`src/rtl/msk_tx_framer.sv`:
```
// msk_tx_framer: frame builder and bit serializer feeding the msk_mod
// data_in/data_in_val pair. A frame is a preamble, a sync word,
// PAYLOAD_LEN words pulled from an AXI-stream input, then an optional
// idle gap. Bits leave MSB first, each held for SPS clocks.
// Optional feature: define MSK_TX_PRBS_EN to add a PRBS-15 payload
// source selected per frame by the prbs_mode input.
module msk_tx_framer #(
    parameter int          DATA_W      = 8,
    parameter int          SPS         = 20,
    parameter int          PRE_LEN     = 32,
    parameter logic [31:0] PREAMBLE    = 32'hFFFFFFFF,
    parameter int          SYNC_LEN    = 16,
    parameter logic [31:0] SYNC_WORD   = 32'h00001A01,
    parameter int          PAYLOAD_LEN = 16,
    parameter int          GAP_BITS    = 0
) (
    input  logic              clk,
    input  logic              reset,
    input  logic              enable,
    input  logic [DATA_W-1:0] s_tdata,
    input  logic              s_tvalid,
`ifdef MSK_TX_PRBS_EN
    input  logic              prbs_mode,
`endif
    output logic              s_tready,
    output logic              data_out,
    output logic              data_val,
    output logic              busy,
    output logic              frame_done,
    output logic              underrun
);

    // Counter widths cover the terminal value of each counter.
    localparam int TMR_W  = $clog2(SPS);
    localparam int MAXB_A = (PRE_LEN > SYNC_LEN) ? PRE_LEN : SYNC_LEN;
    localparam int MAXB_B = (DATA_W > GAP_BITS) ? DATA_W : GAP_BITS;
    localparam int MAXB   = (MAXB_A > MAXB_B) ? MAXB_A : MAXB_B;
    localparam int BIT_W  = (MAXB > 1) ? $clog2(MAXB) : 1;
    localparam int WRD_W  = (PAYLOAD_LEN > 1) ? $clog2(PAYLOAD_LEN) : 1;
    // One MSB-aligned shift register serves preamble, sync and payload.
    localparam int SH_W   = (DATA_W > 32) ? DATA_W : 32;

    localparam logic [TMR_W-1:0] T_LAST    = TMR_W'(SPS - 1);
    localparam logic [BIT_W-1:0] PRE_LAST  = BIT_W'((PRE_LEN > 0) ? PRE_LEN - 1 : 0);
    localparam logic [BIT_W-1:0] SYNC_LAST = BIT_W'(SYNC_LEN - 1);
    localparam logic [BIT_W-1:0] DATA_LAST = BIT_W'(DATA_W - 1);
    localparam logic [BIT_W-1:0] GAP_LAST  = BIT_W'((GAP_BITS > 0) ? GAP_BITS - 1 : 0);
    localparam logic [WRD_W-1:0] WRD_LAST  = WRD_W'(PAYLOAD_LEN - 1);

    // Only the LEN least significant bits of each pattern are sent, so
    // the pattern is shifted up until its bit LEN-1 sits at the MSB.
    localparam logic [SH_W-1:0] PRE_INIT  =
        (PRE_LEN > 0) ? (SH_W'(PREAMBLE) << (SH_W - PRE_LEN)) : '0;
    localparam logic [SH_W-1:0] SYNC_INIT = SH_W'(SYNC_WORD) << (SH_W - SYNC_LEN);

    typedef enum logic [2:0] {
        S_IDLE,
        S_PRE,
        S_SYNC,
        S_PAY,
        S_GAP
    } state_t;

    state_t            state_q, state_d;
    logic [TMR_W-1:0]  tmr_q, tmr_d;
    logic [BIT_W-1:0]  bit_q, bit_d;
    logic [WRD_W-1:0]  wrd_q, wrd_d;
    logic [SH_W-1:0]   sh_q, sh_d;

    logic              last_tick;
    logic              start_ok;
    logic              start_go;
    logic              fetch;
    logic              decide;
    logic              prbs_sel;
    logic              prbs_bit;
    logic              in_field;

`ifdef MSK_TX_PRBS_EN
    logic [14:0]       prbs_q;
    logic              prbs_act_q;

    // In PRBS mode a frame needs no stream data to start.
    assign start_ok = enable & (prbs_mode | s_tvalid);
    assign prbs_sel = prbs_act_q;
    assign prbs_bit = prbs_q[14];

    // PRBS-15 (x^15+x^14+1): mode latched per frame, state kept across frames.
    always_ff @(posedge clk) begin
        if (reset) begin
            prbs_q     <= 15'h7FFF;
            prbs_act_q <= 1'b0;
        end else begin
            if (start_go) begin
                prbs_act_q <= prbs_mode;
            end
            if (state_q == S_PAY && last_tick && prbs_act_q) begin
                prbs_q <= {prbs_q[13:0], prbs_q[14] ^ prbs_q[13]};
            end
        end
    end
`else
    assign start_ok = enable & s_tvalid;
    assign prbs_sel = 1'b0;
    assign prbs_bit = 1'b0;
`endif

    assign last_tick = (tmr_q == T_LAST);
    assign in_field  = (state_q == S_PRE) || (state_q == S_SYNC) || (state_q == S_PAY);

    assign busy     = (state_q != S_IDLE);
    assign data_val = in_field && (tmr_q == '0);
    assign data_out = (state_q == S_PAY && prbs_sel) ? prbs_bit :
                      in_field ? sh_q[SH_W-1] : 1'b0;

    // Next-state, counters, shift register and the single-cycle strobes.
    always_comb begin
        state_d    = state_q;
        tmr_d      = tmr_q;
        bit_d      = bit_q;
        wrd_d      = wrd_q;
        sh_d       = sh_q;
        s_tready   = 1'b0;
        underrun   = 1'b0;
        frame_done = 1'b0;
        start_go   = 1'b0;
        fetch      = 1'b0;
        decide     = 1'b0;

        if (state_q != S_IDLE) begin
            tmr_d = last_tick ? '0 : tmr_q + 1'b1;
        end

        case (state_q)
            S_IDLE: begin
                if (start_ok) begin
                    start_go = 1'b1;
                end
            end
            S_PRE: begin
                if (last_tick) begin
                    if (bit_q == PRE_LAST) begin
                        state_d = S_SYNC;
                        bit_d   = '0;
                        sh_d    = SYNC_INIT;
                    end else begin
                        bit_d = bit_q + 1'b1;
                        sh_d  = {sh_q[SH_W-2:0], 1'b0};
                    end
                end
            end
            S_SYNC: begin
                if (last_tick) begin
                    if (bit_q == SYNC_LAST) begin
                        state_d = S_PAY;
                        bit_d   = '0;
                        wrd_d   = '0;
                        fetch   = 1'b1;
                    end else begin
                        bit_d = bit_q + 1'b1;
                        sh_d  = {sh_q[SH_W-2:0], 1'b0};
                    end
                end
            end
            S_PAY: begin
                if (last_tick) begin
                    if (bit_q == DATA_LAST) begin
                        bit_d = '0;
                        if (wrd_q == WRD_LAST) begin
                            frame_done = 1'b1;
                            if (GAP_BITS > 0) begin
                                state_d = S_GAP;
                            end else begin
                                decide = 1'b1;
                            end
                        end else begin
                            wrd_d = wrd_q + 1'b1;
                            fetch = 1'b1;
                        end
                    end else begin
                        bit_d = bit_q + 1'b1;
                        sh_d  = {sh_q[SH_W-2:0], 1'b0};
                    end
                end
            end
            S_GAP: begin
                if (last_tick) begin
                    if (bit_q == GAP_LAST) begin
                        decide = 1'b1;
                    end else begin
                        bit_d = bit_q + 1'b1;
                    end
                end
            end
            default: begin
                state_d = S_IDLE;
            end
        endcase

        // End of frame: chain straight into the next one or fall back to IDLE.
        if (decide) begin
            if (start_ok) begin
                start_go = 1'b1;
            end else begin
                state_d = S_IDLE;
            end
        end

        if (start_go) begin
            state_d = (PRE_LEN > 0) ? S_PRE : S_SYNC;
            tmr_d   = '0;
            bit_d   = '0;
            sh_d    = (PRE_LEN > 0) ? PRE_INIT : SYNC_INIT;
        end

        // A missing word is replaced by zeros; bit timing carries on untouched.
        if (fetch && !prbs_sel) begin
            if (s_tvalid) begin
                s_tready = 1'b1;
                sh_d     = SH_W'(s_tdata) << (SH_W - DATA_W);
            end else begin
                underrun = 1'b1;
                sh_d     = '0;
            end
        end
    end

    // Control state register.
    always_ff @(posedge clk) begin
        if (reset) begin
            state_q <= S_IDLE;
            tmr_q   <= '0;
            bit_q   <= '0;
            wrd_q   <= '0;
        end else begin
            state_q <= state_d;
            tmr_q   <= tmr_d;
            bit_q   <= bit_d;
            wrd_q   <= wrd_d;
        end
    end

    // Serializer data path; outputs are gated by state so it needs no reset.
    always_ff @(posedge clk) begin
        sh_q <= sh_d;
    end

endmodule

```
`config.mk`:
```
export PLATFORM = sky130hd
export DESIGN_NAME = msk_tx_framer
export DESIGN_NICKNAME = d
export VERILOG_FILES = /design/src/rtl/msk_tx_framer.sv
export SDC_FILE = /design/constraint.sdc
export NUM_CORES = 1
export LEC_CHECK = 0
export CORE_MARGIN = 2
export CORE_UTILIZATION = 62
export DETAILED_ROUTE_END_ITERATION = 10
export DONT_BUFFER_PORTS = 1
export PLACE_DENSITY = 0.82
export SLEW_MARGIN = 20
export SYNTH_ARGS = -nofsm -noshare
export SYNTH_HDL_FRONTEND = slang
export SYNTH_SLANG_ARGS = --single-unit
```
`constraint.sdc`:
```
create_clock -name clk -period 3.1 [get_ports clk]
set_input_delay 0.93 -clock clk [delete_from_list [all_inputs] [get_ports clk]]
set_output_delay 0.93 -clock clk [all_outputs]
set_load 0.02 [all_outputs]
```
=== Yosys cells after proc, flatten, opt, wreduce, memory -nomap -nowiden ===
Index checks and enable logic that the tools add are counted.

* Register bits after elaboration: 49
* Bits of input ports: 12
* Output and inout bits: 6
* Word-level logic and storage cells: 103

* Add/sub/neg operators: 3
* Eq/ne operators: 22
* Muxes and demuxes: 56
* Bitwise logic cells: 1
* Reductions and logical operators: 15

{| class="wikitable"
|+ Operator list
! kind !! number
|-
| 2-to-1 mux 32 bit || 9
|-
| case mux 32 bit (3 select lines) || 1
|-
| 2-to-1 mux 5 bit || 9
|-
| 2-to-1 mux 1 bit || 21
|-
| 2-to-1 mux 4 bit || 5
|-
| != test 4 bit (second input constant) || 5
|-
| case mux 5 bit (4 select lines) || 1
|-
| 2-to-1 mux 3 bit || 6
|-
| AND reduction 6 bit || 3
|-
| != test 2 bit (second input constant) || 6
|-
| adder 5 x 1 -> 5 bit (second input constant) || 2
|-
| == test 5 bit (second input constant) || 2
|-
| zero test 5 bit || 2
|-
| case mux 3 bit (3 select lines) || 1
|-
| case mux 4 bit (2 select lines) || 1
|-
| == test 3 x 2 -> 1 bit (second input constant) || 2
|-
| == test 5 x 3 -> 1 bit (second input constant) || 1
|-
| == test 5 x 4 -> 1 bit (second input constant) || 1
|-
| nonzero test 5 bit || 1
|-
| adder 4 x 1 -> 4 bit (second input constant) || 1
|-
| == test 4 bit (second input constant) || 1
|-
| != test 2 x 1 -> 1 bit (second input constant) || 2
|-
| case mux 1 bit (2 select lines) || 2
|-
| nonzero test 4 bit || 1
|-
| other kinds (10) || 11
|}

=== Depth between registers and ports, before layout ===
Gate-level depths: netlist (run 1).

* Depth after elaboration: 8
* Mapped depth: 9
* Depth with buffers taken out: 8

=== Least setup slack after synthesis (run 1) ===
OpenSTA, ideal clock, no wires.

* Path kind: register -> output
* Start: register bit_q[0]
* End: output underrun
* Arrival time: 2019 ps
* Required time: 2170 ps
* Path slack: 151 ps
* Cell stages (with the launch flop): 9
* Buffers on the path: 1
* Cells stage by stage: dfxtp_1 ha_1 and3_1 ha_1 nor4bb_1 nand2_1 o21ai_2 buf_2 nor2b_1

* Word-level cells in the longest chain between the ends: 5
* Elaborated cells between the ends (all ways): 8
* Those cells by class: eq/ne: 2; mux: 6

{| class="wikitable"
|+ Ends and longest elaborated chain
! element !! RTL line !! RTL
|-
| start, declared || 66 || <nowiki>logic [BIT_W-1:0] bit_q, bit_d;</nowiki>
|-
| start signal, assigned || 238 || <nowiki>bit_q <= bit_d;</nowiki>
|-
| == test 5 x 3 -> 1 bit or == test 5 x 4 -> 1 bit (tied branches) || 167, 154 ||
|-
| 2-to-1 mux 1 bit, on equally long branches || 167, 154 ||
|-
| 2-to-1 mux 1 bit, on equally long branches || 166, 153 ||
|-
| case mux 1 bit (2 select lines) * || 134 || <nowiki>case (state_q)</nowiki>
|-
| 2-to-1 mux 1 bit * || 217 || <nowiki>if (fetch && !prbs_sel) begin</nowiki>
|-
| end, declared || 30 || <nowiki>output logic underrun</nowiki>
|}

Mark *: on every way between the ends. The rest lies on a longest branch, timed or not.

=== Worst setup path in the final report (run 1) ===
* Start: register tmr_q[0]
* End: output frame_done

* Word-level cells in the longest chain between the ends: 3

{| class="wikitable"
|+ Ends and longest elaborated chain
! element !! RTL line !! RTL
|-
| start, declared || 65 || <nowiki>logic [TMR_W-1:0] tmr_q, tmr_d;</nowiki>
|-
| start signal, assigned || 237 || <nowiki>tmr_q <= tmr_d;</nowiki>
|-
| == test 5 bit || 108 || <nowiki>assign last_tick = (tmr_q == T_LAST);</nowiki>
|-
| 2-to-1 mux 1 bit || 166 || <nowiki>if (last_tick) begin</nowiki>
|-
| 2-to-1 mux 1 bit || 134 ||
|-
| end, declared || 29 || <nowiki>output logic frame_done,</nowiki>
|}

No other way between the ends.

==> impl_results.md, run 1 <==
- Detail Route Antenna Nets: 0
- Horiz. Die Dim: 67.2 um
- CP endpoint kind: primary output
- Share of cells above drive strength 1: between 10 and 15%
- Leakage power: around 0.95 nW
- Core ar.: roughly 0.0037 mm2
- Worst Clk Skew: 13.9 ps
- Final setup viols: 0
- Post-place setup slack: roughly 270 ps
- Post-detail-place hpwl: 3190 um
- Worst Setup Path Type: flop to primary output
- Syn nets: between 200 and 300
- CP required: 2170 ps
- Worst EP arrival: 2050 ps
- Routed WL: 4790 um
- Yosys reg bits: a little under 50
- Slowest CP cell: or4b_4
- Pwr dens: 443 mW/mm2
- Routability cong.: roughly 0.83
- Sequential share of the synthesized area: between 50% and 60%
- Number of nets in the layout: 250
- Cell variety after synth: 47
- Yosys top cell by area: edfxtp_1
- Final Power: 1.16 mW
- Clock Pin Slew Worst Setup and Hold Paths: 90 ps
- Largest net degree at the start of global routing: 39
- Cells after DPL: 271
- Warnings from Yosys: 0
- Clock Tree Buf Depth: 2
- Worst IR Drop VDD: 0.000312 V
- Fin. max-slew vios: 0
- Async set or reset register ratio after synthesis: 0%
- Clock Latency Late Sink: about 300 ps
- Total gr overflow: 0
- Post-Place Cell Area: roughly 0.0025 mm2
- Detailed-route via count: 1728
- Fin. Hold Viols: 0
- Crit path max fanout: 14
- CTS tree: built
- Max-Slew Margin vs Limit: 44.5%
- Hold WS: 486 ps
- Synth Flop Type: edfxtp_1
- Port Buffers: 0
- Wire per inst: 17.2 um
- Post-layout util: 70.1%
- Fmax: 0.335 GHz
- First-pass GRT wire length: 7420 um
- Sink Count: between 40 and 50
- Layout area overhead: 6.07%
- Crit start category: flop
- Buf/Inv on CP: 1
- Antenna diodes: 0
- Synth area leaders: edfxtp_1 (39%), dfxtp_1 (14%), a21o_1 (6.7%)
- Top cell type's share of synthesized area: 38.8%
- Crit share post-route: a little under 100%
- Worst-Margin Slew: 830 ps
- Largest delay share family, worst path: simple AND/OR/NAND/NOR gates
- Die Area: around 0.0045 mm2
- # rows: 22
- RSZ-0062 raised after global routing: false
- Cell area after layout: 0.00263 mm2
- EDFF count, synth: 32
- DR vias/cell: approximately 6.2
- CTS root buf: clkbuf_8
- Initial antenna violation count: 0
- Status: finished clean
- Vias in the first global route: 1599
- Fin crit period: 2980 ps
- Worst min-delay path category: flop to flop
- Max-capacitance violation count: 0
- DRT iter0 DRCs: 118
- Detailed Routing Iterations Pass 1: 4
- Max stage delay on crit path: 540 ps
- Average cell area after synthesis: 10.8 um2
- Post-synthesis instance area: around 0.0025 mm2
- Finished Layout Cells: 279
- Post-route setup slack: 118 ps
- Synth Instances: 230
- CP cell instances: ha_1, and4bb_2, or4b_4, inv_1
- Initial Util: 66.1%
- Number of H-tree levels: 2
- GRT Total Usage: around 22%
- # IOs: 18
- Total negative setup slack: 0 ps
- DRC: 0
- Die H: around 67 um
- CTS Buf Count: 5
## worst reg2reg max path: stages (launching register included)
cell and delay (ps):
dfxtp_2 350, ha_2 200, and3_4 190, ha_2 200, nor4bb_4 160, nand2_1 100
o21ai_2 70, buf_4 180, nor2_1 660, buf_4 290, a21o_1 130
## metal layers
| metal | wire length [um] | global-route usage (%) | up-vias |
|---|---|---|---|
| li1 | - | - | 845 |
| met1 | 2100 | 31.2 | 816 |
| met2 | 2290 | 33.3 | 58 |
| met3 | 305 | 4.33 | 9 |
| met4 | 91 | 9.95 | 0 |
| met5 | 0 | 0 | - |
## power by group
part | leakage [nW] | switching, mW | internal, mW
clock network | 0.0445 | 0.215 | 0.160
registers | 0.430 | 0.00864 | 0.719
logic | 0.479 | 0.0360 | 0.0236
total | 0.954 | 0.260 | 0.903
## synthesized netlist by cell type (4+ instances only)
cell and count:
nor2_1 21, nand2_1 15, or3_1 4, nor2b_1 4
a221o_1 5, o21ai_0 7, nor3_1 8, inv_1 11
a21oi_1 10, edfxtp_1 32, dfxtp_1 17, buf_2 5
mux2i_1 5, clkbuf_1 5, a21o_1 22, nand3_1 4
ha_1 8
## path summary, 6_finish.rpt
check | from | endpoint | slack (ps) | depth (start not counted)
worst max-delay path | tmr_q[0]$_SDFFE_PP0N_ | frame_done | 120 | 4
worst min register to register | wrd_q[3]$_SDFFE_PP0P_ | wrd_q[3]$_SDFFE_PP0P_ | 490 | 2
worst min-delay path | wrd_q[3]$_SDFFE_PP0P_ | wrd_q[3]$_SDFFE_PP0P_ | 490 | 2
worst max register to register | bit_q[0]$_SDFFE_PP0P_ | sh_q[3]$_SDFFCE_PP0P_ | 450 | 10
## cells in the final DEF (no fill, tap or decap), types with 2 or more instances in the layout
cell and count:
edfxtp_1 32, a21o_1 22, nor2_1 21, nand2_1 15, dfxtp_1 14, inv_1 11, a21oi_1 10, nor3_1 8
o21ai_0 7, buf_4 7, ha_1 6, a221o_1 5, mux2i_1 5, clkbuf_8 5, nand3_1 4, or3_1 4
nor2b_1 4, nand2b_1 3, and2_1 3, a311o_1 3, dfxtp_2 3, nand3b_1 2, o21ai_2 2, nand4_1 2
nor3b_1 2, or4_1 2, a21boi_0 2, o21bai_1 2, a31oi_1 2, ha_2 2
## state kept, by name (all words and copies together), names as in the netlist
| name | cells |
|---|---|
| sh_q | 32 |
| bit_q | 5 |
| tmr_q | 5 |
| wrd_q | 4 |
| state_q | 3 |
## cell families (layout without fill, tap and decap cells)
group                    count (synthesis)  after routing  synth area share [%]
XOR/XNOR                                 1              1                 0.354
multiplexers                             5              5                  2.02
flip-flops                              49             49                  52.6
adder cells (fa/ha/maj)                  8              8                  4.04
AND/OR/NAND/NOR                         80             80                  17.5
buffers and inverters                   25             26                  4.95
AO/OA/AOI/OAI                           62             62                  18.5
## timing repair
item | 4_1_cts | 5_1_grt
gates cloned | 0 | 0
pin swaps | 0 | 1
hold buffers | 0 | 0
setup endpoints to repair | 2 | 2
resized for setup | 2 | 6
buffers inserted | 0 | 0
## layout make-up
type,instances,area [um2]
flip-flops and latches,49,1310
fillers,289,1120
multi-input cells,156,1080
clock buffers,5,68.8
well taps,48,60.1
repair buffers,7,52.6
inverters,11,41.3
clock inverters,3,21.3
Note: power is estimated with default switching activity, not from simulation.
==> run 2: changes to the inputs <==
--- a/config.mk
+++ b/config.mk
@@ -5,11 +5,12 @@
 export SDC_FILE = /design/constraint.sdc
 export NUM_CORES = 1
 export LEC_CHECK = 0
+export ABC_AREA = 1
 export CORE_MARGIN = 2
-export CORE_UTILIZATION = 62
+export CORE_UTILIZATION = 63
 export DETAILED_ROUTE_END_ITERATION = 10
 export DONT_BUFFER_PORTS = 1
-export PLACE_DENSITY = 0.82
+export PLACE_DENSITY = 0.83
 export SLEW_MARGIN = 20
 export SYNTH_ARGS = -nofsm -noshare
 export SYNTH_HDL_FRONTEND = slang
==> impl_results.md, run 2 <==
- Met2 wire length: 2390 um (+4.2%)
- Metal-1 WL: 2320 um (+11%)
- Fin. Hold Viols: 0 (unchanged)
- Fin crit period: 2910 ps (-72.5 ps)
- Crit path max fanout: 9 (-5)
- Max Used Layer: met4
- Most frequent cells in the layout: nand2_1 (74), nand3_1 (36), edfxtp_1 (32)
- Status: finished clean
- Hold_buf cts: 0 (unchanged)
- CTS root buf: clkbuf_8
- CTS tree: built
- Max-capacitance violation count: 0 (unchanged)
- CP endpoint kind: primary output
- Sequential cell area: 0.00130 mm2 (-0.29%)
- Biggest register: sh_q
- Clock Latency Late Sink: 310 ps (about the same)
- Synth Instances: 305 (+33%)
- Layout area overhead: 3.73%
- Hold WS: 493 ps (+6.71 ps)
- Comb power frac: 5.6% (+0.5 points)
- Total negative setup slack: 0 ps (unchanged)
- Total gr overflow: 0 (unchanged)
- Largest register FFs: 32 (unchanged)
- CTS Buf Count: 5 (unchanged)
- Warnings from Yosys: 0 (unchanged)
- Net Sw Frac: 22.4% (+0.024 points)
- Post-synthesis xor/xnor area fraction: 1.29% (+0.94 points)
- Synth area leaders: edfxtp_1 (35%), dfxtp_1 (13%), nand2_1 (10%)
- Slowest CP cell: dfxtp_1
- GRT Total Usage: 21.8% (-0.33 points)
- Die Area: 0.00485 mm2 (+7.4%)
- Multi-input gate area: 0.00120 mm2 (+12%)
- Combinational family with the most area after synthesis: simple AND/OR/NAND/NOR gates
- Clock Pin Slew Worst Setup and Hold Paths: 90 ps (about the same)
- Clock Tree Buf Depth: 2 (unchanged)
- Top cell type's share of synthesized area: 35.4% (-3.4 points)
- CP cell instances: ha_1, nand2_1, nor2_1, ha_1, o21ai_2, nor2_4, nand2_4, nor2_4
- Clk network pwr share: 36.9% (+4.6 points)
- Port Buffers: 0 (unchanged)
- Average cell area after synthesis: 8.90 um2 (-17%)
- Worst Clk Skew: 9.47 ps (-4.40 ps)
- Initial Util: 66.4% (+0.30 points)
- Post-synthesis instance area: 0.00271 mm2 (+9.7%)
- RSZ-0062 raised after global routing: false
- Cell variety after synth: 29 (-38%)
- Share of cells above drive strength 1: 16.4% (+3.8 points)
- Cell Int Power: 0.983 mW (+8.8%)
- Routability cong.: 0.859 (+4.0%)
- Fillers: 318 (+10%)
- Routed WL: 5000 um (+4.4%)
- Initial antenna violation count: 0 (unchanged)
- Max-Slew Margin vs Limit: 59.4% (+15 points)
- EDFF count, synth: 32 (unchanged)
- Worst EP arrival: 1980 ps (-70 ps)
- Die H: 69.6 um (+3.7%)
- Cell area after layout: 0.00282 mm2 (+7.2%)
- Vias in the first global route: 1892 (+18%)
- Largest regs: sh_q x32, bit_q x5, tmr_q x5
- Horiz. Die Dim: 69.6 um (+3.7%)
- Pwr dens: 450 mW/mm2 (+1.5%)
- Max stage delay on crit path: 380 ps (-160 ps)
- Number of nets in the layout: 324 (+30%)
- DRC: 0 (unchanged)
- Number of H-tree levels: 2 (unchanged)
- Leakage power: 1.17 nW (+22%)
- Final Power: 1.27 mW (+8.9%)
- Simple-gate share of the synthesized area: 34.0% (+16 points)
- # IOs: 18 (unchanged)
- Detail Route Antenna Nets: 0 (unchanged)
- Async set or reset register ratio after synthesis: 0% (unchanged)
- Mux cell area share after synthesis: 0% (-2.0 points)
- DR vias/cell: 5.75 (-7.1%)
- Syn nets: 325 (+30%)
- Detailed Routing Iterations Pass 1: 4 (unchanged)
- First-pass GRT wire length: 8460 um (+14%)
- Detailed-route via count: 2043 (+18%)
- Met3 WL: 241 um (-21%)
- Yosys top cell by area: edfxtp_1
- Worst IR Drop VDD: 0.000219 V (-30%)
- Sink Count: 49 (unchanged)
- Fin. max-slew vios: 0 (unchanged)
- Largest net degree at the start of global routing: 38 (-2.6%)
- Crit start category: flop
- Synth Flop Type: edfxtp_1
- Core ar.: 0.00409 mm2 (+9.2%)
- Yosys reg bits: 49 (unchanged)
- Sequential share of the synthesized area: 47.9% (-4.6 points)
- DRT iter0 DRCs: 172 (+46%)
- Most frequent cell after synthesis: nand2_1
- CP required: 2170 ps (about the same)
- Most instantiated cells after synthesis: nand2_1 (74), nand3_1 (36), edfxtp_1 (32)
- Antenna diodes: 0 (unchanged)
- Adder-Cell Fraction of Synth Area: 3.69% (-0.36 points)
- # rows: 23 (+4.5%)
- Switching power: 0.283 mW (+9.0%)
- Fmax: 0.344 GHz (+2.5%)
- Post-detail-place hpwl: 3330 um (+4.4%)
- Worst min-delay path category: flop to flop
- Worst Setup Path Type: flop to primary output
- Post-synthesis compound-gate area fraction: 5.30% (-13 points)
- Crit share post-route: 93.9% (-2.3 points)
- Worst-Margin Slew: 609 ps (-221 ps)
- Sequential power share: 57.6% (-5.0 points)
- Most common cell after layout, fill and taps aside: nand2_1
- Wire per inst: 14.1 um (-18%)
- Post-Place Cell Area: 0.00270 mm2 (+7.7%)
- Final setup viols: 0 (unchanged)
[run 2: cell types whose count changed after synthesis, moves of 5 or more]
cell	delta
clkbuf_1	-5
nor3_1	-7
a21o_1	-22
a221o_1	-5
inv_1	+16
nor2_4	+5
nand2_1	+59
nand3_2	+20
nand3_1	+32
mux2i_1	-5
nor2_1	+9
[run 2: layer usage]
| metal | up-vias | track usage, % |
|---|---|---|
| met2 | 57 | 35.5 |
| met5 | - | 0 |
| li1 | 1009 | - |
| met4 | 0 | 6.62 |
| met3 | 7 | 4.94 |
| met1 | 970 | 29.2 |
[run 2: what timing repair did]
action / 4_1_cts / 5_1_grt
setup endpoints to repair: 0 / 1
resized for setup: 0 / 1
setup buffers: 0 / 0
[run 2: path summary, 6_finish.rpt]
kind / from / end / slack [ps] / depth (start not counted)
worst min-delay path: bit_q[3]$_SDFFE_PP0P_ / bit_q[3]$_SDFFE_PP0P_ / 490 / 2
worst max-delay path: bit_q[0]$_SDFFE_PP0P_ / s_tready / 190 / 8
worst min register to register: bit_q[3]$_SDFFE_PP0P_ / bit_q[3]$_SDFFE_PP0P_ / 490 / 2
worst max register to register: bit_q[0]$_SDFFE_PP0P_ / sh_q[0]$_SDFFCE_PP0P_ / 540 / 10
[run 2: power by group through the flow]
stage	combinational (mW)	clock (mW)	sequential (mW)
after floorplan	0.0583	0	0.742
after global placement	0.0686	0	0.743
after detailed placement	0.0708	0	0.744
after CTS	0.0715	0.470	0.729
after global routing	0.0813	0.496	0.731
final	0.0706	0.467	0.729
[run 2: area by class of cell]
| cell class | instances | share of cell area [%] |
|---|---|---|
| clock buffers | 5 | 2.44 |
| clock inverters | 3 | 1.56 |
| repair buffers | 2 | 0.533 |
| inverters | 31 | 4.27 |
| multi-input cells | 215 | 42.8 |
| flip-flops and latches | 49 | 46.2 |
| well taps | 50 | 2.22 |
[run 2: cell families (layout without fill, tap and decap cells)]
kind of cell	after synthesis	in the layout
simple gates	178	178
flops	49	49
buf+inv	41	41
compound gates	25	25
fa+ha+maj	8	8
xor+xnor	4	4
[run 2: worst max-delay path: cells and delay by family, from the launching register on]
kind,cells,cell delay (ps)
flops,1,380
fa+ha+maj,2,500
simple gates,5,690
compound gates,1,100
[run 2: metrics by stage]
| stage | util, % | setup WS (ps) | std cells |
|---|---|---|---|
| after floorplan | - | 357 | 305 |
| after global placement | 66.1 | 563 | 347 |
| after detailed placement | 66.1 | 495 | 347 |
| after CTS | 68.8 | 136 | 355 |
| after global routing | 68.9 | 28.4 | 355 |
| final | 68.9 | 190 | 355 |
